===== config.mk =====
export PLATFORM = sky130hd
export DESIGN_NAME = dds_sweep_ctrl
export DESIGN_NICKNAME = d
export VERILOG_FILES = /design/src/rtl/dds_pkg.sv /design/src/rtl/dds_dwell_timer.sv /design/src/rtl/dds_sweep_ctrl.sv
export SDC_FILE = /design/constraint.sdc
export NUM_CORES = 1
export LEC_CHECK = 0
export BUFFER_PORTS_ARGS = -buffer_cell sky130_fd_sc_hd__buf_4
export CELL_PAD_IN_SITES_DETAIL_PLACEMENT = 0
export CELL_PAD_IN_SITES_GLOBAL_PLACEMENT = 1
export CORE_MARGIN = 4
export CORE_UTILIZATION = 47
export CTS_CLUSTER_DIAMETER = 30
export DETAILED_ROUTE_END_ITERATION = 7
export PLACE_DENSITY = 0.86
export SLEW_MARGIN = 20
export SYNTH_ARGS = -nofsm -noshare
export SYNTH_HDL_FRONTEND = slang
export SYNTH_SLANG_ARGS = --single-unit

===== constraint.sdc =====
create_clock -name clk -period 12.7 [get_ports clk]
set_input_delay 0 -clock clk [delete_from_list [all_inputs] [get_ports clk]]
set_output_delay 0 -clock clk [all_outputs]
set_load 0.1 [all_outputs]

===== src/rtl/dds_pkg.sv =====
// Shared definitions for the DDS sweep sequencer and its register interface.
package dds_pkg;

  localparam int DDS_KW = 32;  // DDS frequency word width
  localparam int DDS_PW = 11;  // DDS phase word width
  localparam int DDS_CW = 16;  // step-count / dwell counter width

  // STEP is never occupied on its own: the step is folded into the
  // dwell-expiry edge, so the sequencer goes straight from DWELL to DWELL.
  typedef enum logic [1:0] {
    IDLE  = 2'd0,
    DWELL = 2'd1,
    STEP  = 2'd2
  } sweep_state_t;

  // Sweep configuration record, shared with the register interface.
  typedef struct packed {
    logic [DDS_KW-1:0] f_start;
    logic [DDS_KW-1:0] f_step;
    logic [DDS_CW-1:0] step_count;
    logic [DDS_CW-1:0] dwell;
    logic              dir;
    logic              cont;
    logic [DDS_PW-1:0] phase;
  } sweep_cfg_t;

  // Timer reload value: a dwell of 0 behaves like a dwell of 1.
  // The timer counts down to zero, so the reload is one less than the hold time.
  function automatic logic [DDS_CW-1:0] dwell_reload(input logic [DDS_CW-1:0] d);
    return (d == '0) ? '0 : d - DDS_CW'(1);
  endfunction

endpackage


===== src/rtl/dds_dwell_timer.sv =====
// Loadable down-counter that paces how long each frequency word is held.
// Expiry is flagged while the count sits at zero; the counter parks there.
module dds_dwell_timer #(
  parameter int CW = 16
) (
  input  logic          clk,
  input  logic          rst,
  input  logic          load,
  input  logic [CW-1:0] load_val,
  output logic          expired
);

  logic [CW-1:0] cnt;

  // Load takes priority; otherwise count down and stop at zero.
  always_ff @(posedge clk or posedge rst) begin
    if (rst) begin
      cnt <= '0;
    end else if (load) begin
      cnt <= load_val;
    end else if (cnt != '0) begin
      cnt <= cnt - CW'(1);
    end
  end

  assign expired = (cnt == '0);

endmodule


===== src/rtl/dds_sweep_ctrl.sv =====
// Linear frequency sweep sequencer; sole writer of the DDS K and P words.
//
//   state | meaning
//   ------+-----------------------------------------------------------
//   IDLE  | no sweep running; outputs hold last words, waits for start
//   DWELL | holding current K for the programmed dwell; on expiry it
//         | steps, restarts (continuous) or finishes (single-shot)
//   STEP  | not occupied; the step is applied on the DWELL-expiry edge
//
// The configuration is captured on the accepting start edge so the
// register interface may change its values while a sweep is running.
module dds_sweep_ctrl
  import dds_pkg::*;
#(
  parameter int KW = DDS_KW,
  parameter int PW = DDS_PW,
  parameter int CW = DDS_CW
) (
  input  logic          clk,
  input  logic          rst,
  input  logic          start,
  input  logic          abort,
  input  logic          cont,
  input  logic          dir,
  input  logic [KW-1:0] f_start,
  input  logic [KW-1:0] f_step,
  input  logic [CW-1:0] step_count,
  input  logic [CW-1:0] dwell,
  input  logic [PW-1:0] phase,
  output logic [KW-1:0] K_out,
  output logic [PW-1:0] P_out,
  output logic          k_upd,
  output logic          busy,
  output logic          done
);

  sweep_state_t  state, state_nxt;
  sweep_cfg_t    cfg_q;
  logic [CW-1:0] idx;

  logic          expired;
  logic          tmr_load;
  logic [CW-1:0] tmr_val;

  // Per-edge actions decided by the next-state logic.
  logic          do_start;
  logic          do_step;
  logic          do_restart;
  logic          do_finish;
  logic          do_abort;

  // State register.
  always_ff @(posedge clk or posedge rst) begin
    if (rst) begin
      state <= IDLE;
    end else begin
      state <= state_nxt;
    end
  end

  // Next-state and action decode; abort outranks every other event.
  always_comb begin
    state_nxt  = state;
    do_start   = 1'b0;
    do_step    = 1'b0;
    do_restart = 1'b0;
    do_finish  = 1'b0;
    do_abort   = 1'b0;
    case (state)
      IDLE: begin
        if (start && !abort) begin
          do_start  = 1'b1;
          state_nxt = DWELL;
        end
      end
      DWELL: begin
        if (abort) begin
          do_abort  = 1'b1;
          state_nxt = IDLE;
        end else if (expired) begin
          if (idx < cfg_q.step_count) begin
            do_step = 1'b1;
          end else if (cfg_q.cont) begin
            do_restart = 1'b1;
          end else begin
            do_finish = 1'b1;
            state_nxt = IDLE;
          end
        end
      end
      STEP: begin
        if (abort) begin
          do_abort  = 1'b1;
          state_nxt = IDLE;
        end else begin
          state_nxt = DWELL;
        end
      end
      default: begin
        state_nxt = IDLE;
      end
    endcase
  end

  // The timer reloads whenever a new K word is presented. On the start
  // edge the live dwell input is used since the shadow copy is not yet valid.
  assign tmr_load = do_start | do_step | do_restart;
  assign tmr_val  = do_start ? dwell_reload(dwell) : dwell_reload(cfg_q.dwell);

  dds_dwell_timer #(
    .CW (CW)
  ) u_dwell_timer (
    .clk      (clk),
    .rst      (rst),
    .load     (tmr_load),
    .load_val (tmr_val),
    .expired  (expired)
  );

  // Configuration shadow registers, written only on the accepting start edge.
  always_ff @(posedge clk or posedge rst) begin
    if (rst) begin
      cfg_q <= '0;
    end else if (do_start) begin
      cfg_q.f_start    <= f_start;
      cfg_q.f_step     <= f_step;
      cfg_q.step_count <= step_count;
      cfg_q.dwell      <= dwell;
      cfg_q.dir        <= dir;
      cfg_q.cont       <= cont;
      cfg_q.phase      <= phase;
    end
  end

  // Output words, step index and status pulses. K wraps modulo 2^KW.
  always_ff @(posedge clk or posedge rst) begin
    if (rst) begin
      K_out <= '0;
      P_out <= '0;
      k_upd <= 1'b0;
      busy  <= 1'b0;
      done  <= 1'b0;
      idx   <= '0;
    end else begin
      k_upd <= 1'b0;
      done  <= 1'b0;
      if (do_start) begin
        K_out <= f_start;
        P_out <= phase;
        k_upd <= 1'b1;
        busy  <= 1'b1;
        idx   <= '0;
      end
      if (do_step) begin
        K_out <= cfg_q.dir ? (K_out - cfg_q.f_step) : (K_out + cfg_q.f_step);
        k_upd <= 1'b1;
        idx   <= idx + CW'(1);
      end
      if (do_restart) begin
        K_out <= cfg_q.f_start;
        k_upd <= 1'b1;
        idx   <= '0;
      end
      if (do_finish) begin
        done <= 1'b1;
        busy <= 1'b0;
      end
      if (do_abort) begin
        busy <= 1'b0;
      end
    end
  end

endmodule


==> summary.txt, run 1 <==
Run status
  – Outcome: complete, no violations

Global routing
  – Vias in the first global route: just over 10000
  – Global-route wire length before repair: about 50 mm
  – Congestion Overflow GR: 0
  – Total track usage: about a quarter
  – Initial antenna violation count: 1
  – Largest net degree at the start of global routing: 74

Finish
  – Commonest non-fill, non-tap cell in the layout: nand2_1
  – Layout area overhead: 28.8%
  – Layout Nets: about 1700
  – Commonest cells after routing, fill and taps aside: nand2_1, dfrtp_1, buf_4, dlygate4sd3_1, o21ai_0
  – Utilization after layout: between 60% and 70%
  – Post-route cell area: 14000 µm²
  – Layout cells sized above 1: 13.9%

Clock network
  – Clock tree from TritonCTS: built
  – Clk slew on worst S/H paths: about 70 ps
  – CTS-repair resized insts: 0
  – H-tree levels: 4
  – Clk sinks: about 180
  – Clk Latency, worst-skew pair: ~430 ps
  – Total CTS buffers: 17
  – Root Buffer: clkbuf_16
  – Clk buf depth: 2

Pwr
  – Switching part of the total: a little over two fifths
  – Leakage power: between 6 and 7 nW
  – VDD IR max: between 0.0001 and 0.00015 V
  – Power per cell area: around 160 nW/µm²
  – Comb power frac: between 40% and 50%
  – Reg power frac: between 30% and 40%
  – Clock power share: about a quarter
  – Switch Pwr: between 0.9 and 1 mW
  – Int Pwr: roughly 1.3 mW

Place
  – GPL Wtd Cong: roughly 0.93
  – I/O Buffers: roughly 160
  – Dpl hpwl: between 20 and 25 mm
  – Dpl cell area: approximately 12000 µm²

STA
  – Hold Vio Cnt, Final: 0
  – Worst Skew: 8.39 ps
  – Setup violations, final: 0
  – Unrepaired setup endpoints after global routing: false
  – Slew headroom: 30.8%
  – Crit path time final: ~4600 ps
  – Post-route setup TNS: 0 ps
  – Slew Limit Fails: 0
  – Crit share post-route: 36.2%
  – FMAX: about 220 MHz
  – Slew @ Worst Pin: approximately 1000 ps

Synthesis
  – Cells after Synth: between 1000 and 1500
  – Flop and latch count out of synthesis: approximately 180
  – Share of synthesized registers carrying an async set or reset: 100%
  – Top FF cell, synth: dfrtp_1
  – Yosys cell types: between 70 and 80
  – Syn avg cell area: approximately 8.1 µm²
  – Cell area after synthesis: about 11000 µm²
  – Yosys warns: 0
  – Syn nets: ~1500
  – Share of the yosys chip area belonging to registers: between 40% and 50%
  – Number of flops mapped to enable cells by yosys: 0

Floorplanning
  – Core ar.: ~23000 µm²
  – Initial Utilization: around 48%
  – Die area: 25600 µm²
  – Die height: approximately 160 µm
  – Die X: about 160 µm
  – Rows: 55
  – Boundary pin count: around 160

Critical path
  – R2R cell count: 16
  – Reg2Reg Setup Slack: 8100 ps
  – Crit end category: flip-flop
  – Slowest cell on crit path: nor4_1
  – Max incr delay on CP: approximately 630 ps
  – Reg-to-reg endpoint: K_out[27]
  – Worst Path Required: between 10000 and 15000 ps
  – CP Max Fanout: 8
  – Arr. time, crit path: between 4000 and 5000 ps
  – Critical-path cell list: inv_1 > ha_1 > nand2_1 > nor4_1 > nor3b_1 > and2b_1 > a21oi_1 > xnor2_1 > ha_1 > and3_1 > and3_1 > a31oi_1 > o21ai_0 > a21oi_1 > xor2_1 > a211oi_1
  – Critical path class: reg -> reg
  – FF-to-FF Start: cfg_q[45]
  – Startpoint Class: flip-flop

Detailed routing
  – Number of remaining DRC errors: 0
  – DR vias: around 10000
  – Vias per inst: roughly 5.5
  – Initial DRT Pass Iterations: 5
  – Routed WL: between 30 and 40 mm
  – WL per Instance: between 15 and 20 µm
  – ANT nets after route: 0
  – Detailed Route Iter0 Violations: slightly above 600

Min path
  – Hold Path Class: in -> async

Job
  – Max-Cap Viols: 0
-- area by class of cell --
type                            count  area (µm²)
Clock buffer                       19         433
Multi-Input combinational cell   1045        5990
Antenna cell                        1        2.50
Clock inverter                     13         154
Tap cell                          285         357
Fill cell                        1995        8680
Timing Repair Buffer              284        2420
Sequential cell                   177        4430
Inverter                           47         181
-- power groups by stage --
stage	sequential, mW	clock (mW)	combinational (mW)
floorplan	0.904	0	0.559
global placement	0.758	0	0.933
detailed placement	0.762	0	0.940
CTS	0.752	0.549	0.973
global route	0.766	0.575	1.07
finish	0.753	0.539	0.979
-- synth_stat cells (5+ instances only) --
master / n / share of area (%)
nand2_1: 381 / 13
dfrtp_1: 177 / 41
o21ai_0: 85 / 3.9
a21oi_1: 83 / 3.8
nor2_1: 77 / 2.7
xnor2_1: 66 / 5.3
ha_1: 51 / 5.9
clkbuf_1: 50 / 1.7
inv_1: 46 / 1.6
nor3_1: 33 / 1.5
xor2_1: 31 / 2.5
nand3_1: 24 / 1.1
o22ai_1: 21 / 1.2
a21o_1: 14 / 0.97
and3_1: 14 / 0.81
nor4_1: 13 / 0.75
o31ai_1: 13 / 0.90
a31oi_1: 12 / 0.69
buf_2: 9 / 0.42
nand2b_1: 8 / 0.46
a221oi_1: 7 / 0.57
nand4_1: 7 / 0.40
a211oi_1: 6 / 0.42
a21boi_0: 5 / 0.35
a22o_1: 5 / 0.40
a22oi_1: 5 / 0.35
nand3b_1: 5 / 0.35
nor2b_1: 5 / 0.29
or3_1: 5 / 0.29
-- per-stage QoR --
stage	std cells	total power, mW	worst slack (ps)	hold slack (ps)
floorplan	1332	1.46	7900	66.2
global placement	1724	1.69	8390	35.4
detailed placement	1725	1.70	8230	37.9
CTS	1870	2.27	8240	120
global route	1871	2.41	7870	167
finish	1871	2.27	8100	114
-- timing repair --
action | 4_1_cts | 5_1_grt
buffers inserted | 0 | 0
hold buffers | 113 | 0
endpoints found under the hold margin | 183 | 0
-- cells by family (layout without fill, tap and decap cells) --
kind of cell / count (synthesis) / after routing / share of synthesized area, %
adder cells (fa/ha/maj): 52 / 52 / 6.07
other: 0 / 1 / 0
flip-flops: 177 / 177 / 40.9
AO/OA/AOI/OAI: 291 / 291 / 16.4
buffers and inverters: 110 / 363 / 3.95
AND/OR/NAND/NOR: 600 / 600 / 24.3
multiplexers: 4 / 4 / 0.369
XOR/XNOR: 98 / 98 / 7.99
-- sequential cells by signal (all words and copies together) (netlist names) --
register           cells
u_dwell_timer.cnt     16
state                  1
P_out                 11
K_out                 32
busy                   1
cfg_q                 98
done                   1
idx                   16
k_upd                  1
-- per-layer routing --
layer / up-vias / track usage [%] / wire length (µm)
met4: 0 / 6.92 / 624
met1: 4874 / 32.5 / 14300
met2: 260 / 39.9 / 14300
li1: 5041 / - / -
met3: 43 / 4.21 / 1550
met5: - / 0 / 0
-- worst max-delay path: cells and delay by family, from the launching register on --
kind / cells / cell delay (ps)
flops: 1 / 410
fa+ha+maj: 2 / 570
simple gates: 6 / 2080
buf+inv: 1 / 90
xor+xnor: 2 / 220
compound gates: 5 / 1120
-- how the worst max path moves through the flow --
stage | endpoint | slack (ps) | cells after the start | startpoint
5_1_grt | K_out[27] | 7870 | 16 | cfg_q[45]
6_report | K_out[27] | 8100 | 16 | cfg_q[45]
3_5_place_dp | K_out[27] | 8230 | 16 | cfg_q[45]
2_1_floorplan | K_out[0] | 7900 | 1 | rst
4_1_cts | K_out[27] | 8240 | 16 | cfg_q[45]
3_3_place_gp | K_out[27] | 8390 | 14 | cfg_q[55]
Power figures use the tool's default switching activity.
==> inputs of run 2 (changes only) <==
--- a/config.mk
+++ b/config.mk
@@ -5,14 +5,15 @@
 export SDC_FILE = /design/constraint.sdc
 export NUM_CORES = 1
 export LEC_CHECK = 0
+export ABC_AREA = 1
 export BUFFER_PORTS_ARGS = -buffer_cell sky130_fd_sc_hd__buf_4
 export CELL_PAD_IN_SITES_DETAIL_PLACEMENT = 0
 export CELL_PAD_IN_SITES_GLOBAL_PLACEMENT = 1
 export CORE_MARGIN = 4
-export CORE_UTILIZATION = 47
+export CORE_UTILIZATION = 42
 export CTS_CLUSTER_DIAMETER = 30
 export DETAILED_ROUTE_END_ITERATION = 7
-export PLACE_DENSITY = 0.86
+export PLACE_DENSITY = 0.8
 export SLEW_MARGIN = 20
 export SYNTH_ARGS = -nofsm -noshare
 export SYNTH_HDL_FRONTEND = slang
==> constraint.sdc (replaced) <==
create_clock -name clk -period 4.3 [get_ports clk]
set_input_delay 0 -clock clk [delete_from_list [all_inputs] [get_ports clk]]
set_output_delay 0 -clock clk [all_outputs]
set_load 0.1 [all_outputs]
==> run 2 against run 1 <==
Global-route usage rose by 0.10 points. Fmax rose by 22%. Synthesized cell count rose by 31%. Total power rose to 5.8 times the previous value. Sequential power rose to 4.1 times the previous value. Sequential cell count did not move. First-iteration DRC count rose by 8.7%. Non-clock buffer count fell by 1. Setup slack got worse by 7600 ps. Count of clock-buffer cells in the layout fell by 2. Register-to-register slack got worse by 7600 ps. Largest power group unchanged.
==> summary.txt, run 2 <==
Run status
  – Outcome: complete, no violations

Critical path
  – Worst Path Required: between 4000 and 5000 ps
  – R2R cell count: 21
  – Startpoint Class: flip-flop
  – FF-to-FF Start: cfg_q[46]
  – Crit end category: flip-flop
  – Critical path class: reg -> reg
  – Arr. time, crit path: approximately 4200 ps
  – Reg-to-reg endpoint: K_out[29]
  – Reg2Reg Setup Slack: approximately 520 ps
  – CP Max Fanout: 5

Synthesis
  – Share of synthesized registers carrying an async set or reset: 100%
  – Top FF cell, synth: dfrtp_1
  – Flop and latch count out of synthesis: between 150 and 200
  – Share of the yosys chip area belonging to registers: between 30 and 40%
  – Cells after Synth: ~1800
  – Post-synth top cells: nand2_1, inv_1, dfrtp_1
  – Syn avg cell area: 6.92 µm²
  – Cell taking the most area after synthesis: dfrtp_1
  – Syn nets: between 1500 and 2000
  – Area contributors post-synth: dfrtp_1, nand2_1, inv_1
  – Most frequent cell after synthesis: nand2_1
  – Yosys cell types: 46
  – Number of flops mapped to enable cells by yosys: 0
  – Synth top area share: a little over a third
  – Yosys warns: 0
  – Cell area after synthesis: 12100 µm²

Clock network
  – Setup Buffers After CTS: 0
  – Clk slew on worst S/H paths: ~80 ps
  – Clk buf depth: 2
  – Clk Latency, worst-skew pair: 460 ps
  – H-tree levels: 4
  – Clock tree from TritonCTS: built
  – CTS-repair resized insts: 0
  – Clk sinks: between 150 and 200
  – Root Buffer: clkbuf_16
  – Total CTS buffers: 17

STA
  – Slew @ Worst Pin: 948 ps
  – Unrepaired setup endpoints after global routing: false
  – Setup violations, final: 0
  – Slew Limit Fails: 0
  – Slew headroom: a little over a third
  – FMAX: between 200 and 300 MHz
  – Post-route setup TNS: 0 ps
  – Crit share post-route: 87.8%
  – Hold Vio Cnt, Final: 0
  – Crit path time final: approximately 3800 ps
  – Worst Skew: around 17 ps

Finish
  – Max reg flops: 98
  – Most flops, register: cfg_q
  – Register area: about 4400 µm²
  – Commonest cells after routing, fill and taps aside: nand2_1, inv_1, dfrtp_1, buf_4, o21ai_0
  – Fill count: around 2800
  – Layout area overhead: 26.6%
  – Area of the multi-input gates: about 6500 µm²
  – Post-route cell area: between 15000 and 20000 µm²
  – Registers with the most flip-flops: cfg_q (98), K_out (32)
  – Layout cells sized above 1: 11.6%
  – Layout Nets: around 2200
  – Commonest non-fill, non-tap cell in the layout: nand2_1

Place
  – I/O Buffers: about 160
  – Dpl cell area: around 14000 µm²
  – GPL Wtd Cong: 0.942
  – Dpl hpwl: about 27 mm

Detailed routing
  – Initial DRT Pass Iterations: 5
  – WL per Instance: around 16 µm
  – Vias per inst: between 4 and 5
  – Detailed Route Iter0 Violations: around 670
  – DR vias: roughly 12000
  – Number of remaining DRC errors: 0
  – Routed WL: between 30 and 40 mm
  – ANT nets after route: 0

Pwr
  – Power per cell area: 864 nW/µm²
  – VDD IR max: 0.000340 V
  – Leakage power: roughly 8 nW
  – Final Power: approximately 13 mW

Global routing
  – Initial antenna violation count: 2
  – Largest net degree at the start of global routing: 89
  – Vias in the first global route: about 12000
  – Total track usage: between 20 and 25%
  – Global-route wire length before repair: slightly above 60 mm
  – Congestion Overflow GR: 0

Min path
  – Hold Path Class: in -> async

Floorplanning
  – Die area: around 32000 µm²
  – Rows: between 60 and 70
  – Die X: between 150 and 200 µm
  – Boundary pin count: around 160
  – Core ar.: 28100 µm²
  – Die height: between 150 and 200 µm
  – Initial Utilization: 43.1%

Job
  – Max-Cap Viols: 0
run 2: cell types whose count changed in the layout (fill, tap and decap cells not counted), moves of 24 or more:
cell     before  now
nor2_1       77  113
xnor2_1      66   16
nand4_1       7   31
a21oi_1      83   48
inv_1        45  241
o21ai_0      85  118
nand3_1      24  113
xor2_1       31   75
nand2_1     381  596
run 2: worst max-delay path, stage by stage, from the launching register on:
cell	delay [ps]
dfrtp_1	370
inv_1	100
ha_1	200
nand4_1	140
nor3_1	330
nand3_1	250
nor2_1	390
a21oi_1	160
a21oi_1	180
xor2_1	230
ha_1	320
a21oi_1	200
nor2_1	60
nor2_1	100
nand2_1	60
a21oi_1	150
nand2_1	70
nand2_1	60
nand3_1	100
nand3_1	120
nand2_1	50
nand2_1	50
run 2: final cells by class:
type	count	share of cell area [%]
flip-flops and latches	177	28.9
clock inverters	15	1.05
clock buffers	17	2.77
diodes	2	0.0326
multi-input cells	1269	42.2
well taps	378	3.08
inverters	253	6.23
repair buffers	283	15.8
run 2: what timing repair did:
action,CTS,global route
setup endpoints to repair,0,0
endpoints found under the hold margin,153,0
hold buffers,112,0
run 2: kinds of logic (layout without fill, tap and decap cells):
family / Yosys count / after routing / share of synthesized area [%]
AND/OR/NAND/NOR: 915 / 915 / 32.0
buffers and inverters: 304 / 568 / 10.0
AO/OA/AOI/OAI: 210 / 210 / 9.26
flip-flops: 177 / 177 / 36.6
XOR/XNOR: 91 / 91 / 6.58
adder cells (fa/ha/maj): 52 / 52 / 5.43
multiplexers: 1 / 1 / 0.0826
other: 0 / 2 / 0
run 2: report_power, final:
part | leakage [nW] | total [mW] | switching, mW | internal, mW
combinational | 5.58 | 8.59 | 5.93 | 2.66
sequential | 2.22 | 3.07 | 0.655 | 2.41
clock | 0.287 | 1.60 | 0.818 | 0.782
run 2: stage by stage:
step	utilization, %	hold WS (ps)	cells	setup slack, ps
final	54.6	92.0	2394	524
after global routing	54.6	123	2394	90.3
after CTS	54.6	109	2392	539
after detailed placement	48.5	25.2	2248	585
after global placement	48.5	20.2	2248	685
after floorplan	-	117	1750	1300
run 2: layer usage:
layer / GRT usage, % / vias up / routed length, µm
met1: 30.4 / 5525 / 16400
met4: 6.86 / 0 / 773
met5: 0 / - / 0
met3: 3.05 / 50 / 990
li1: - / 6042 / -
met2: 43.4 / 200 / 19100
run 2: worst max path at each step:
stage	startpoint	end	cells past startpoint
2_1_floorplan	cfg_q[45]	K_out[30]	22
3_3_place_gp	cfg_q[45]	K_out[29]	21
3_5_place_dp	cfg_q[46]	K_out[29]	21
4_1_cts	cfg_q[46]	K_out[29]	21
5_1_grt	cfg_q[45]	K_out[30]	22
6_report	cfg_q[46]	K_out[29]	21
==> inputs of run 3 (changes only) <==
--- a/config.mk
+++ b/config.mk
@@ -10,11 +10,12 @@
 export CELL_PAD_IN_SITES_DETAIL_PLACEMENT = 0
 export CELL_PAD_IN_SITES_GLOBAL_PLACEMENT = 1
 export CORE_MARGIN = 4
-export CORE_UTILIZATION = 42
+export CORE_UTILIZATION = 43
 export CTS_CLUSTER_DIAMETER = 30
 export DETAILED_ROUTE_END_ITERATION = 7
-export PLACE_DENSITY = 0.8
+export PLACE_DENSITY = 0.81
 export SLEW_MARGIN = 20
 export SYNTH_ARGS = -nofsm -noshare
 export SYNTH_HDL_FRONTEND = slang
+export SYNTH_HIERARCHICAL = 1
 export SYNTH_SLANG_ARGS = --single-unit
==> run 3 against run 2 <==
Synthesized area increased by 1.2%. First-iteration DRC count up 24%. Register-to-register slack better by 330 ps. Via count decreased by 2.3%. Final cell count fell by 1.4%. Clock power is 5% higher. Highest routed layer unchanged.
==> summary.txt, run 3 <==
Detailed routing
  – Number of remaining DRC errors: 0
  – DR vias: about 12000
  – Vias per inst: 4.89
  – Routed WL: around 35 mm
  – Detailed Route Iter0 Violations: about 830
  – WL per Instance: 15.0 µm
  – Initial DRT Pass Iterations: 5
  – ANT nets after route: 0

Critical path
  – Reg-to-reg endpoint: K_out[31]
  – Critical-path cell list: inv_1 > ha_1 > nand3_1 > nor2_1 > nand2_1 > nor2_2 > nand3_1 > o21ai_1 > o21ai_1 > xor2_1 > ha_1 > inv_1 > o21ai_0 > a21oi_1 > nand2_1 > a21oi_1 > nand2_1 > nand2_1 > nand3_1 > nand2_1 > nand3_1
  – Max incr delay on CP: about 370 ps
  – Buffers and inverters on the worst path: 2
  – R2R cell count: 21
  – Reg2Reg Setup Slack: around 850 ps
  – Startpoint Class: flip-flop
  – Worst Path Required: ~4600 ps
  – Largest delay share family, worst path: simple AND/OR/NAND/NOR gates
  – CP Max Fanout: 6
  – Critical path class: reg -> reg
  – Cell mode on critical path: nand2_1
  – Crit end category: flip-flop
  – Slowest cell on crit path: dfrtp_1
  – Arr. time, crit path: around 3800 ps
  – FF-to-FF Start: cfg_q[46]

Place
  – Dpl cell area: approximately 14000 µm²
  – Dpl hpwl: between 20 and 30 mm
  – I/O Buffers: about 160
  – Dpl ws: 879 ps
  – Inst Count DP: between 2000 and 2500
  – GPL Wtd Cong: ~0.91

Finish
  – Layout Nets: 2135
  – Most flops, register: cfg_q
  – Commonest cells after routing, fill and taps aside: nand2_1, inv_1, dfrtp_1, buf_4, nand3_1
  – Layout cells sized above 1: 13.3%
  – Layout area overhead: 25.7%
  – Antenna Cells: 0
  – Registers with the most flip-flops: cfg_q (98), K_out (32)
  – Finished Layout Cells: approximately 2400
  – Commonest non-fill, non-tap cell in the layout: nand2_1
  – Post-route cell area: 15400 µm²
  – Max reg flops: 98

Synthesis
  – Top FF cell, synth: dfrtp_1
  – Cell area after synthesis: approximately 12000 µm²
  – Post-synth top cells: nand2_1, inv_1, dfrtp_1
  – Yosys warns: 6
  – Syn avg cell area: about 7 µm²
  – Synth top area share: a little over a third
  – Cells after Synth: 1725
  – Area contributors post-synth: dfrtp_1, nand2_1, inv_1
  – Cell taking the most area after synthesis: dfrtp_1
  – Flop and latch count out of synthesis: about 180
  – Share of the yosys chip area belonging to registers: 36.1%
  – Yosys cell types: between 40 and 50
  – Syn nets: ~1900
  – Most frequent cell after synthesis: nand2_1
  – Number of flops mapped to enable cells by yosys: 0
  – Share of synthesized registers carrying an async set or reset: 100%

STA
  – FMAX: between 200 and 300 MHz
  – Crit share post-route: 80.2%
  – Worst Skew: ~15 ps
  – Crit path time final: 3450 ps
  – Setup ws final: ~850 ps
  – Slew headroom: around a quarter
  – Hold Vio Cnt, Final: 0
  – Post-route setup TNS: 0 ps
  – WHS: about 220 ps
  – Slew @ Worst Pin: between 1000 and 1500 ps
  – Unrepaired setup endpoints after global routing: false
  – Setup violations, final: 0
  – Slew Limit Fails: 0

Pwr
  – Switch Pwr: 7.26 mW
  – Power per cell area: roughly 850 nW/µm²
  – Clock power share: 12.8%
  – VDD IR max: a little under 0.0004 V
  – Switching part of the total: around 55%
  – Int Pwr: 5.87 mW
  – Reg power frac: between 20% and 30%
  – Comb power frac: 64.0%
  – Leakage power: about 8.0 nW

Global routing
  – Largest net degree at the start of global routing: 162
  – Grt met1 use: between 30 and 40%
  – Global Route met2 Usage: 35.8%
  – Vias in the first global route: 11100
  – Global-route wire length before repair: roughly 57 mm
  – Congestion Overflow GR: 0
  – Total track usage: a little under a quarter
  – Initial antenna violation count: 0
  – Met3 global-route usage: 3.25%
  – Top Usage Layer GRT: met2

Clock network
  – H-tree levels: 4
  – Root Buffer: clkbuf_16
  – Post-cts hold buffer count: about 110
  – Clk Latency, worst-skew pair: about 450 ps
  – Clk sinks: about 180
  – Setup Buffers After CTS: 0
  – Clk buf depth: 2
  – Clk slew on worst S/H paths: about 80 ps
  – CTS-repair resized insts: 0
  – Total CTS buffers: 17
  – Clock tree from TritonCTS: built

Job
  – Max-Cap Viols: 0

Floorplanning
  – Boundary pin count: ~160
  – Rows: 61
  – Die height: roughly 180 µm
  – Core ar.: 27900 µm²
  – Initial Utilization: between 40% and 50%
  – Die area: 31300 µm²
  – Die X: 177 µm

Run status
  – Outcome: complete, no violations

Min path
  – Hold Path Class: in -> async
==> run 3: tightest hold or removal path, cell delays in order <==
cell           delay [ps]
dlygate4sd3_1         540
buf_4                 150
inv_1                 460
==> run 3: area by class of cell <==
| cell class | instances | area (µm²) |
|---|---|---|
| clock buffer | 17 | 425 |
| inverter | 240 | 921 |
| fill | 2728 | 12500 |
| multi-input combinational | 1259 | 6590 |
| clock inverter | 15 | 210 |
| tap | 378 | 473 |
| timing repair buffer | 275 | 2370 |
| sequential | 177 | 4430 |
==> run 3: power groups by stage <==
stage | sequential (mW) | clock (mW) | combinational (mW)
after floorplan | 4.34 | 0 | 4.94
after global placement | 3.06 | 0 | 8.25
after detailed placement | 3.06 | 0 | 8.26
after CTS | 3.04 | 1.73 | 8.37
after global routing | 3.15 | 1.78 | 9.34
final | 3.05 | 1.68 | 8.40
==> run 3: how the worst max path moves through the flow <==
stage                    from         to  slack [ps]  depth (start not counted)
global placement    cfg_q[46]  K_out[26]         890                         21
CTS                 cfg_q[46]  K_out[31]         870                         21
global route        cfg_q[45]  K_out[31]         560                         21
detailed placement  cfg_q[46]  K_out[31]         880                         21
finish              cfg_q[46]  K_out[31]         850                         21
floorplan           cfg_q[45]  K_out[29]        1510                         21
==> run 3: logic make-up (layout without fill, tap and decap cells) <==
kind of cell	count (synthesis)	count (layout)	synth area share (%)
adder cells (fa/ha/maj)	52	52	5.37
buffers and inverters	289	547	10.1
XOR/XNOR	85	85	6.07
AND/OR/NAND/NOR	906	906	32.5
flip-flops	177	177	36.1
AO/OA/AOI/OAI	216	216	9.83
==> run 3: routing by layer <==
| layer | part of all wire (%) | wire length, µm | up-vias |
|---|---|---|---|
| li1 | - | - | 5956 |
| met1 | 50 | 17700 | 5338 |
| met2 | 45 | 15700 | 223 |
| met3 | 4.1 | 1430 | 30 |
| met4 | 1.3 | 477 | 0 |
| met5 | 0 | 0 | - |
==> run 3: through the flow <==
step	util (%)	total power, mW
final	55.2	13.1
after global routing	55.2	14.3
after CTS	55.2	13.1
after detailed placement	48.9	11.3
after global placement	48.9	11.3
after floorplan	-	9.28
